### src/rtl/execute_muldiv_pkg.sv
// Shared types for the RV32M execute unit: funct3 op encoding, divider states, request/result records.
// Operand and tag widths are fixed here so every stage agrees on the record layout.
package execute_muldiv_pkg;
    localparam int XLEN   = 32;
    localparam int PREG_W = 6;
    localparam int ROB_W  = 5;

    typedef enum logic [2:0] {
        OP_MUL    = 3'd0,
        OP_MULH   = 3'd1,
        OP_MULHSU = 3'd2,
        OP_MULHU  = 3'd3,
        OP_DIV    = 3'd4,
        OP_DIVU   = 3'd5,
        OP_REM    = 3'd6,
        OP_REMU   = 3'd7
    } muldiv_op_e;

    typedef enum logic [1:0] {DIV_IDLE, DIV_CALC, DIV_FIX, DIV_DONE} div_state_e;

    typedef struct packed {
        muldiv_op_e        op;
        logic [XLEN-1:0]   src1;
        logic [XLEN-1:0]   src2;
        logic [PREG_W-1:0] dst_preg;
        logic [ROB_W-1:0]  rob_idx;
    } muldiv_req_t;

    typedef struct packed {
        logic [XLEN-1:0]   value;
        logic [PREG_W-1:0] dst_preg;
        logic [ROB_W-1:0]  rob_idx;
        logic              exception;
    } muldiv_res_t;

    // Operands are extended to 2*XLEN first so a plain unsigned multiply yields the exact low 2*XLEN product bits.
    function automatic logic [XLEN-1:0] mul_result(input muldiv_req_t req);
        logic              a_sgn;
        logic              b_sgn;
        logic [2*XLEN-1:0] a;
        logic [2*XLEN-1:0] b;
        logic [2*XLEN-1:0] p;
        a_sgn = (req.op == OP_MULH) || (req.op == OP_MULHSU);
        b_sgn = (req.op == OP_MULH);
        a = {{XLEN{a_sgn & req.src1[XLEN-1]}}, req.src1};
        b = {{XLEN{b_sgn & req.src2[XLEN-1]}}, req.src2};
        p = a * b;
        return (req.op == OP_MUL) ? p[XLEN-1:0] : p[2*XLEN-1:XLEN];
    endfunction
endpackage

### src/rtl/execute_muldiv_divider.sv
// Iterative radix-2 restoring divider: XLEN+2 cycles to DONE (1 for div-by-zero/overflow).
// Holds its result in DONE until granted; one divide in flight, flush returns it to IDLE.
module muldiv_divider
    import execute_muldiv_pkg::*;
(
    input  logic        clk,
    input  logic        rst,
    input  logic        flush,
    input  logic        start,
    input  muldiv_req_t req,
    output logic        idle,
    output logic        done,
    input  logic        grant,
    output muldiv_res_t res
);
    localparam int CNT_W = $clog2(XLEN);

    div_state_e        state;
    logic [XLEN-1:0]   quo;
    logic [XLEN-1:0]   rem;
    logic [XLEN-1:0]   dvsr;
    logic [XLEN-1:0]   val;
    logic [CNT_W-1:0]  cnt;
    logic              neg_q;
    logic              neg_r;
    logic              want_rem;
    logic [PREG_W-1:0] dst;
    logic [ROB_W-1:0]  rob;

    logic              sgn;
    logic [XLEN-1:0]   mag1;
    logic [XLEN-1:0]   mag2;
    logic              div_zero;
    logic              ovf;
    logic [XLEN:0]     trial;

    always_comb begin
        sgn      = (req.op == OP_DIV) || (req.op == OP_REM);
        mag1     = (sgn && req.src1[XLEN-1]) ? -req.src1 : req.src1;
        mag2     = (sgn && req.src2[XLEN-1]) ? -req.src2 : req.src2;
        div_zero = (req.src2 == '0);
        ovf      = sgn && (req.src1 == {1'b1, {(XLEN-1){1'b0}}}) && (req.src2 == '1);
        trial    = {rem, quo[XLEN-1]} - {1'b0, dvsr};
    end

    always_ff @(posedge clk) begin
        if (rst) begin
            state    <= DIV_IDLE;
            quo      <= '0;
            rem      <= '0;
            dvsr     <= '0;
            val      <= '0;
            cnt      <= '0;
            neg_q    <= 1'b0;
            neg_r    <= 1'b0;
            want_rem <= 1'b0;
            dst      <= '0;
            rob      <= '0;
        end else if (flush) begin
            state <= DIV_IDLE;
        end else begin
            case (state)
                DIV_IDLE: if (start) begin
                    dst      <= req.dst_preg;
                    rob      <= req.rob_idx;
                    want_rem <= req.op[1];
                    neg_q    <= sgn && (req.src1[XLEN-1] ^ req.src2[XLEN-1]);
                    neg_r    <= sgn && req.src1[XLEN-1];
                    quo      <= mag1;
                    dvsr     <= mag2;
                    rem      <= '0;
                    cnt      <= '0;
                    if (div_zero) begin
                        val   <= req.op[1] ? req.src1 : '1;
                        state <= DIV_DONE;
                    end else if (ovf) begin
                        val   <= req.op[1] ? '0 : req.src1;
                        state <= DIV_DONE;
                    end else begin
                        state <= DIV_CALC;
                    end
                end
                DIV_CALC: begin
                    if (!trial[XLEN]) begin
                        rem <= trial[XLEN-1:0];
                        quo <= {quo[XLEN-2:0], 1'b1};
                    end else begin
                        rem <= {rem[XLEN-2:0], quo[XLEN-1]};
                        quo <= {quo[XLEN-2:0], 1'b0};
                    end
                    cnt <= cnt + 1'b1;
                    if (cnt == CNT_W'(XLEN-1)) state <= DIV_FIX;
                end
                DIV_FIX: begin
                    val   <= want_rem ? (neg_r ? -rem : rem) : (neg_q ? -quo : quo);
                    state <= DIV_DONE;
                end
                DIV_DONE: if (grant) state <= DIV_IDLE;
                default:  state <= DIV_IDLE;
            endcase
        end
    end

    assign idle = (state == DIV_IDLE);
    assign done = (state == DIV_DONE);
    assign res  = '{value: val, dst_preg: dst, rob_idx: rob, exception: 1'b0};
endmodule

### src/rtl/execute_muldiv.sv
// RV32M execute unit: MUL_LAT-stage multiply pipe plus divider (EXEC_MULDIV_DIV_EN) sharing one registered output.
// Divider result beats the mul last stage; the mul pipe stalls as a unit when its last stage is not taken.
module execute_muldiv
    import execute_muldiv_pkg::*;
#(
    parameter int MUL_LAT = 3
) (
    input  logic              clk,
    input  logic              rst,
    input  logic              flush,
    input  logic              in_valid,
    output logic              in_ready,
    input  logic [2:0]        in_op,
    input  logic [XLEN-1:0]   in_src1,
    input  logic [XLEN-1:0]   in_src2,
    input  logic [PREG_W-1:0] in_dst_preg,
    input  logic [ROB_W-1:0]  in_rob_idx,
    output logic              out_valid,
    input  logic              out_ready,
    output logic [XLEN-1:0]   out_val,
    output logic [PREG_W-1:0] out_dst_preg,
    output logic [ROB_W-1:0]  out_rob_idx,
    output logic              out_exception
);
    muldiv_req_t        req;
    muldiv_res_t        mul_pipe [MUL_LAT];
    logic [MUL_LAT-1:0] mul_vld;
    muldiv_res_t        alt_res;
    muldiv_res_t        sel;
    logic               alt_vld;
    logic               div_free;
    logic               is_div;
    logic               out_load;
    logic               alt_grant;
    logic               mul_grant;
    logic               mul_adv;
    logic               accept;

    assign req = '{op: muldiv_op_e'(in_op), src1: in_src1, src2: in_src2,
                   dst_preg: in_dst_preg, rob_idx: in_rob_idx};
    assign is_div    = in_op[2];
    assign out_load  = !out_valid || out_ready;
    assign alt_grant = alt_vld && out_load;
    assign mul_grant = mul_vld[MUL_LAT-1] && out_load && !alt_vld;
    assign mul_adv   = !mul_vld[MUL_LAT-1] || mul_grant;
    assign in_ready  = is_div ? div_free : mul_adv;
    assign accept    = in_valid && in_ready && !flush;
    assign sel       = alt_vld ? alt_res : mul_pipe[MUL_LAT-1];

    always_ff @(posedge clk) begin
        if (rst || flush) begin
            mul_vld <= '0;
        end else if (mul_adv) begin
            mul_vld[0] <= accept && !is_div;
            for (int i = 1; i < MUL_LAT; i++) mul_vld[i] <= mul_vld[i-1];
        end
    end

    always_ff @(posedge clk) begin
        if (mul_adv) begin
            mul_pipe[0] <= '{value: mul_result(req), dst_preg: req.dst_preg,
                             rob_idx: req.rob_idx, exception: 1'b0};
            for (int i = 1; i < MUL_LAT; i++) mul_pipe[i] <= mul_pipe[i-1];
        end
    end

`ifdef EXEC_MULDIV_DIV_EN
    logic div_idle;

    muldiv_divider u_divider (
        .clk   (clk),
        .rst   (rst),
        .flush (flush),
        .start (accept && is_div),
        .req   (req),
        .idle  (div_idle),
        .done  (alt_vld),
        .grant (alt_grant),
        .res   (alt_res)
    );

    assign div_free = div_idle;
`else
    // Without a divider, divide ops become a one-cycle illegal-op result held until granted.
    always_ff @(posedge clk) begin
        if (rst) begin
            alt_vld <= 1'b0;
            alt_res <= '0;
        end else if (flush) begin
            alt_vld <= 1'b0;
        end else if (accept && is_div) begin
            alt_vld <= 1'b1;
            alt_res <= '{value: '0, dst_preg: req.dst_preg, rob_idx: req.rob_idx, exception: 1'b1};
        end else if (alt_grant) begin
            alt_vld <= 1'b0;
        end
    end

    assign div_free = !alt_vld || alt_grant;
`endif

    always_ff @(posedge clk) begin
        if (rst) begin
            out_valid     <= 1'b0;
            out_val       <= '0;
            out_dst_preg  <= '0;
            out_rob_idx   <= '0;
            out_exception <= 1'b0;
        end else if (flush) begin
            out_valid <= 1'b0;
        end else if (out_load) begin
            out_valid <= alt_vld || mul_vld[MUL_LAT-1];
            if (alt_vld || mul_vld[MUL_LAT-1]) begin
                out_val       <= sel.value;
                out_dst_preg  <= sel.dst_preg;
                out_rob_idx   <= sel.rob_idx;
                out_exception <= sel.exception;
            end
        end
    end
endmodule

### config.mk
export PLATFORM = sky130hd
export DESIGN_NAME = execute_muldiv
export DESIGN_NICKNAME = d
export VERILOG_FILES = /design/src/rtl/execute_muldiv_pkg.sv /design/src/rtl/execute_muldiv_divider.sv /design/src/rtl/execute_muldiv.sv
export SDC_FILE = /design/constraint.sdc
export NUM_CORES = 2
export LEC_CHECK = 0
export ABC_CLOCK_PERIOD_IN_PS = 18150
export CAP_MARGIN = 20
export CORE_ASPECT_RATIO = 1.1
export CORE_MARGIN = 2
export CORE_UTILIZATION = 60
export DETAILED_ROUTE_END_ITERATION = 6
export PLACE_DENSITY = 0.78
export SYNTH_ARGS = -nofsm -noshare
export SYNTH_HDL_FRONTEND = slang
export SYNTH_SLANG_ARGS = --single-unit
### constraint.sdc
create_clock -name clk -period 18.15 [get_ports clk]
set_input_delay 3.63 -clock clk [delete_from_list [all_inputs] [get_ports clk]]
set_output_delay 3.63 -clock clk [all_outputs]
set_load 0.005 [all_outputs]
Word-level counts from Yosys, hierarchy flattened:

Memories as Yosys holds them, arrays and structs flattened.
Cells that the tools add are included.

* bitwise operators: 3
* divide/modulo/power cells: 0
* reductions and logical operators: 23
* $add $sub $neg: 0
* shift-type cells: 0
* eq/ne operators: 2
* $mul: 1
* order comparisons: 0
* mux-type cells: 7

Operators with widths (number)
* 33-bit by 33-bit multiplier with 64-bit output: 1
* 44-bit two-way mux: 1
* 32-bit two-way mux: 1
* 1-bit logical AND: 7
* 1-bit logical OR: 6
* 1-bit zero test: 5
* 1-bit two-way mux: 5
* 3-bit by 1-bit equality test with 1-bit output (second input constant): 1
* 3-bit by 2-bit equality test with 1-bit output (second input constant): 1
* 3-bit zero test: 1
* 3-bit AND reduction: 1
* 1-bit bitwise AND: 2
* 2-bit AND reduction: 1
* 2-bit nonzero test: 1
* 2-bit OR reduction: 1
* 1-bit NOT: 1

* memory bits (writable): 132
* word-level logic and storage cells: 47
* latch bits: 0
* memories: 1
* ROM bits: 0
* register bits after elaboration: 61
* output and inout bits: 46

Memories
* mul_pipe: depth 3, width 44, rd ports 3, clocked after Yosys merged registers in 0, wr ports 3, line execute_muldiv.sv:26 `muldiv_res_t mul_pipe [MUL_LAT];`

Logic depth before layout (Yosys ltp):

* depth after elaboration: 10
* depth in mapped cells: 31
* mapped depth without buffers: 29

Worst setup path before layout:

No wires, ideal clock.

* path kind: input port to flip-flop
* from: input in_op[1]
* to: memory mul_pipe[0][38] in the netlist's numbering (data pin)
* path buffers: 1
* slack: 6.169 ns
* required time: 17.880 ns
* stages on the path: 27
* arrival time: 11.711 ns
* setup time: 0.270 ns
* cell sequence: xnor2_1 -> nor3b_1 -> clkbuf_1 -> nand2_1 -> fa_1 -> fa_1 -> inv_1 -> fa_1 -> inv_1 -> fa_1 -> inv_1 -> fa_1 -> fa_1 -> fa_1 -> inv_1 -> fa_1 -> inv_1 -> ha_1 -> a21oi_1 -> o21a_1 -> or4b_1 -> nor3_1 -> o21ai_0 -> or2_2 -> a221oi_1 -> xor2_1 -> a21oi_1

RTL lines
* from (decl): line execute_muldiv.sv:13 `input logic [2:0] in_op,`
* to (decl): line execute_muldiv.sv:26

==> flow_metrics.py <==
metrics = {
    "min_path": {
        "hp-start": "mul_pipe[0][62]",
        "worst_hold_path_type": "reg -> reg",
    },
    "clock_tree": {
        "post_cts_buffers": 0,
        "cts_root_buffer": "clkbuf_16",
        "cts_max_path_buffers": 2,
        "clkSinkCount": 190,
        "h-tree-depth": 4,
        "cts_repair_resize_count": 0,
        "cts_made_buffers": 17,
        "cts_tree": "yes",
        "worst_skew_pair.late_latency_ns": 0.43,
        "clk_pin_slew_worst_paths_ns": 0.08,
        "cts_hold_buffers": 0,
    },
    "layout": {
        "final_area_um2": 47000,
        "design.final.nets": 6063,
        "syn2layout_area_growth_pct": 5.61,
        "layout.filler_cells": 5807,
        "diodes": 0,
        "share_of_post_route_cells_with_drive_strength_above_1_pct": 3.09,
        "final_util_pct": 64.2,
    },
    "timing": {
        "tightest_hold_margin_ns": 0.416,
        "finalSetupTns_ns": 0,
        "fmax_ghz": 0.0769,
        "fin_worst_skew_ns": 0.0133,
        "finalSetupViolCount": 0,
        "timing_max_transition_violations_final": 0,
        "max-slew-margin-rel_pct": 30.5,
        "timing.final.crit_period_ns": 13.00,
        "min_period_over_period_pct": 71.6,
        "timing_hold_violations_final": 0,
        "tightestPinTransition_ns": 1.04,
        "grt_setup_unrepaired": "false",
    },
    "critical_path": {
        "r2r-start": "alt_vld",
        "crit_path_start_kind": "primary input",
        "critical_path_required_ns": 18.31,
        "path_delay_family": "adder cells",
        "critical_path.endpoint_type": "register",
        "cp_slowest_stage_delay_ns": 0.75,
        "worst-path-buf-inv": 9,
        "top_fanout_value_on_the_critical_path": 32,
        "crit_path_top_delay_cell": "fa_1",
        "cp-startpoint": "in_src1[31]",
        "timing.setup.critical_path_class": "in -> reg",
        "critical-path-top-cell-by-count": "fa_1",
        "worstPathArrival_ns": 13.16,
    },
    "yosys": {
        "synth_cell_type_count": 68,
        "post_synth_inst_count": 4687,
        "synthTopCellsByArea": "fa_1, inv_1, edfxtp_1",
        "synth_fp_nets": 6107,
        "syn_area_um2": 44500,
        "synth_enable_flop_cells": 129,
        "synth_seq_cells": 190,
        "yosys-top-cells-count": "inv_1, fa_1, nand2_1",
        "most_common_cell_in_the_synthesized_netlist": "inv_1",
        "synth.yosys.seq_area_share_pct": 11.4,
        "postSynth.topFlopCell": "edfxtp_1",
        "postSynthAreaPerCell_um2": 9.50,
        "async_flop_share_pct": 0,
        "yosysTopAreaCellShare_pct": 50.6,
        "warnings_synthesis": 0,
        "yosysTopAreaCell": "fa_1",
    },
    "detailed_routing": {
        "dr_total_vias": 31320,
        "detail_route.vias_per_cell": 5.58,
        "drt_pre_antenna_iters": 6,
        "detail_route.wl_per_cell_um": 19.0,
        "drt-initial-drc-count": 2085,
        "count_of_antenna_violating_nets_left_after_detailed_routing": 0,
        "routed_wirelength_um": 107000,
        "drcViolationCount": 0,
    },
    "die": {
        "dieHeight_um": 290,
        "die_outline_area_um2": 76400,
        "core_area_um2": 73300,
        "fp.dieW_um": 264,
        "ports": 129,
        "rows": 104,
        "initial_core_util_pct": 60.8,
    },
    "global_routing": {
        "grt_max_degree": 87,
        "grt_pass1_vias": 34774,
        "antenna_found_initial": 0,
        "grt-ovfl-total": 0,
        "grtUsageTotal_pct": 29.6,
        "first_pass_grt_wire_length_um": 179000,
    },
    "placement": {
        "dp_hpwl_um": 86500,
        "place_congestion": 0.937,
        "buffer_ports.inserted": 128,
        "detailed_place.area_um2": 46400,
    },
    "job": {
        "maxCapViolCount": 0,
    },
    "status": {
        "status": "complete, no violations",
    },
}
[kinds of logic (layout without fill, tap and decap cells)]
group	after synthesis	count (layout)	synth area share, %
flip-flops	190	190	11.4
adder cells (fa/ha/maj)	1337	1337	56.5
XOR/XNOR	76	76	1.49
AND/OR/NAND/NOR	1367	1367	14.2
AO/OA/AOI/OAI	269	269	3.72
buffers and inverters	1423	1392	12.1
multiplexers	25	25	0.562
[layout by cell type, fill, tap and decap left out, types with 15 or more instances in the layout]
cell type / synthesis / routed
inv_1: 1170 / 1170
fa_1: 1125 / 1125
nand2_1: 820 / 820
and2_1: 312 / 312
ha_1: 212 / 212
edfxtp_1: 129 / 129
a21oi_1: 126 / 126
clkdlybuf4s50_1: 0 / 113
nor2_1: 93 / 93
buf_4: 0 / 61
dfxtp_1: 61 / 60
xnor2_1: 50 / 50
nand3b_1: 33 / 33
o21ai_0: 32 / 32
xor2_1: 26 / 26
mux2i_1: 25 / 25
a21o_1: 24 / 24
nand3_1: 18 / 18
nand4_1: 18 / 18
clkbuf_16: 0 / 17
a211oi_1: 17 / 16
nor3_1: 17 / 16
buf_2: 7 / 15
[state kept, by name (all words and copies together), names as in the netlist]
name / flops
alt_res: 12
out_dst_preg: 6
out_valid: 1
out_rob_idx: 5
out_val: 32
mul_vld: 3
mul_pipe: 129
alt_vld: 1
out_exception: 1
[per-layer routing]
layer  GRT usage [%]  wire length (µm)
met1            38.5             41100
met2            52.0             54200
met3            2.82              6900
met4            11.8              4600
met5               0                 0
[metrics by stage]
step / instances / worst slack (ns)
finish: 5610 / 5.15
global route: 5610 / 4.53
CTS: 5609 / 5.14
detailed placement: 5577 / 4.70
global placement: 5577 / 4.91
floorplan: 4687 / 6.17
[worst register-to-register path: cells and delay by family (launching register included)]
kind	cells	cell delay [ns]
buffers and inverters	2	0.93
AOI/OAI and AO/OA	2	0.94
and+or+nand+nor	1	0.15
DFF	1	0.34
[final timing paths]
| check | end | slack [ns] | cells after the start |
|---|---|---|---|
| worst max-delay path | mul_pipe[0][38] | 5.15 | 29 |
| worst min-delay path | mul_pipe[0][106] | 0.42 | 0 |
| worst max register to register | out_val[16] | 15.71 | 5 |
| worst min register to register | mul_pipe[0][106] | 0.42 | 0 |
[layout make-up]
| type | count | area [µm²] | area share [%] |
|---|---|---|---|
| inverters | 1170 | 4390 | 9.34 |
| well taps | 954 | 1190 | 2.54 |
| clock inverters | 14 | 145 | 0.309 |
| multi-input cells | 3074 | 34100 | 72.5 |
| clock buffers | 18 | 429 | 0.913 |
| repair buffers | 190 | 1680 | 3.58 |
| flip-flops and latches | 190 | 5100 | 10.8 |
Power is left out: the tool's default activity adds up to more than one toggle a clock period on the data nets, which glitch-free logic cannot reach.
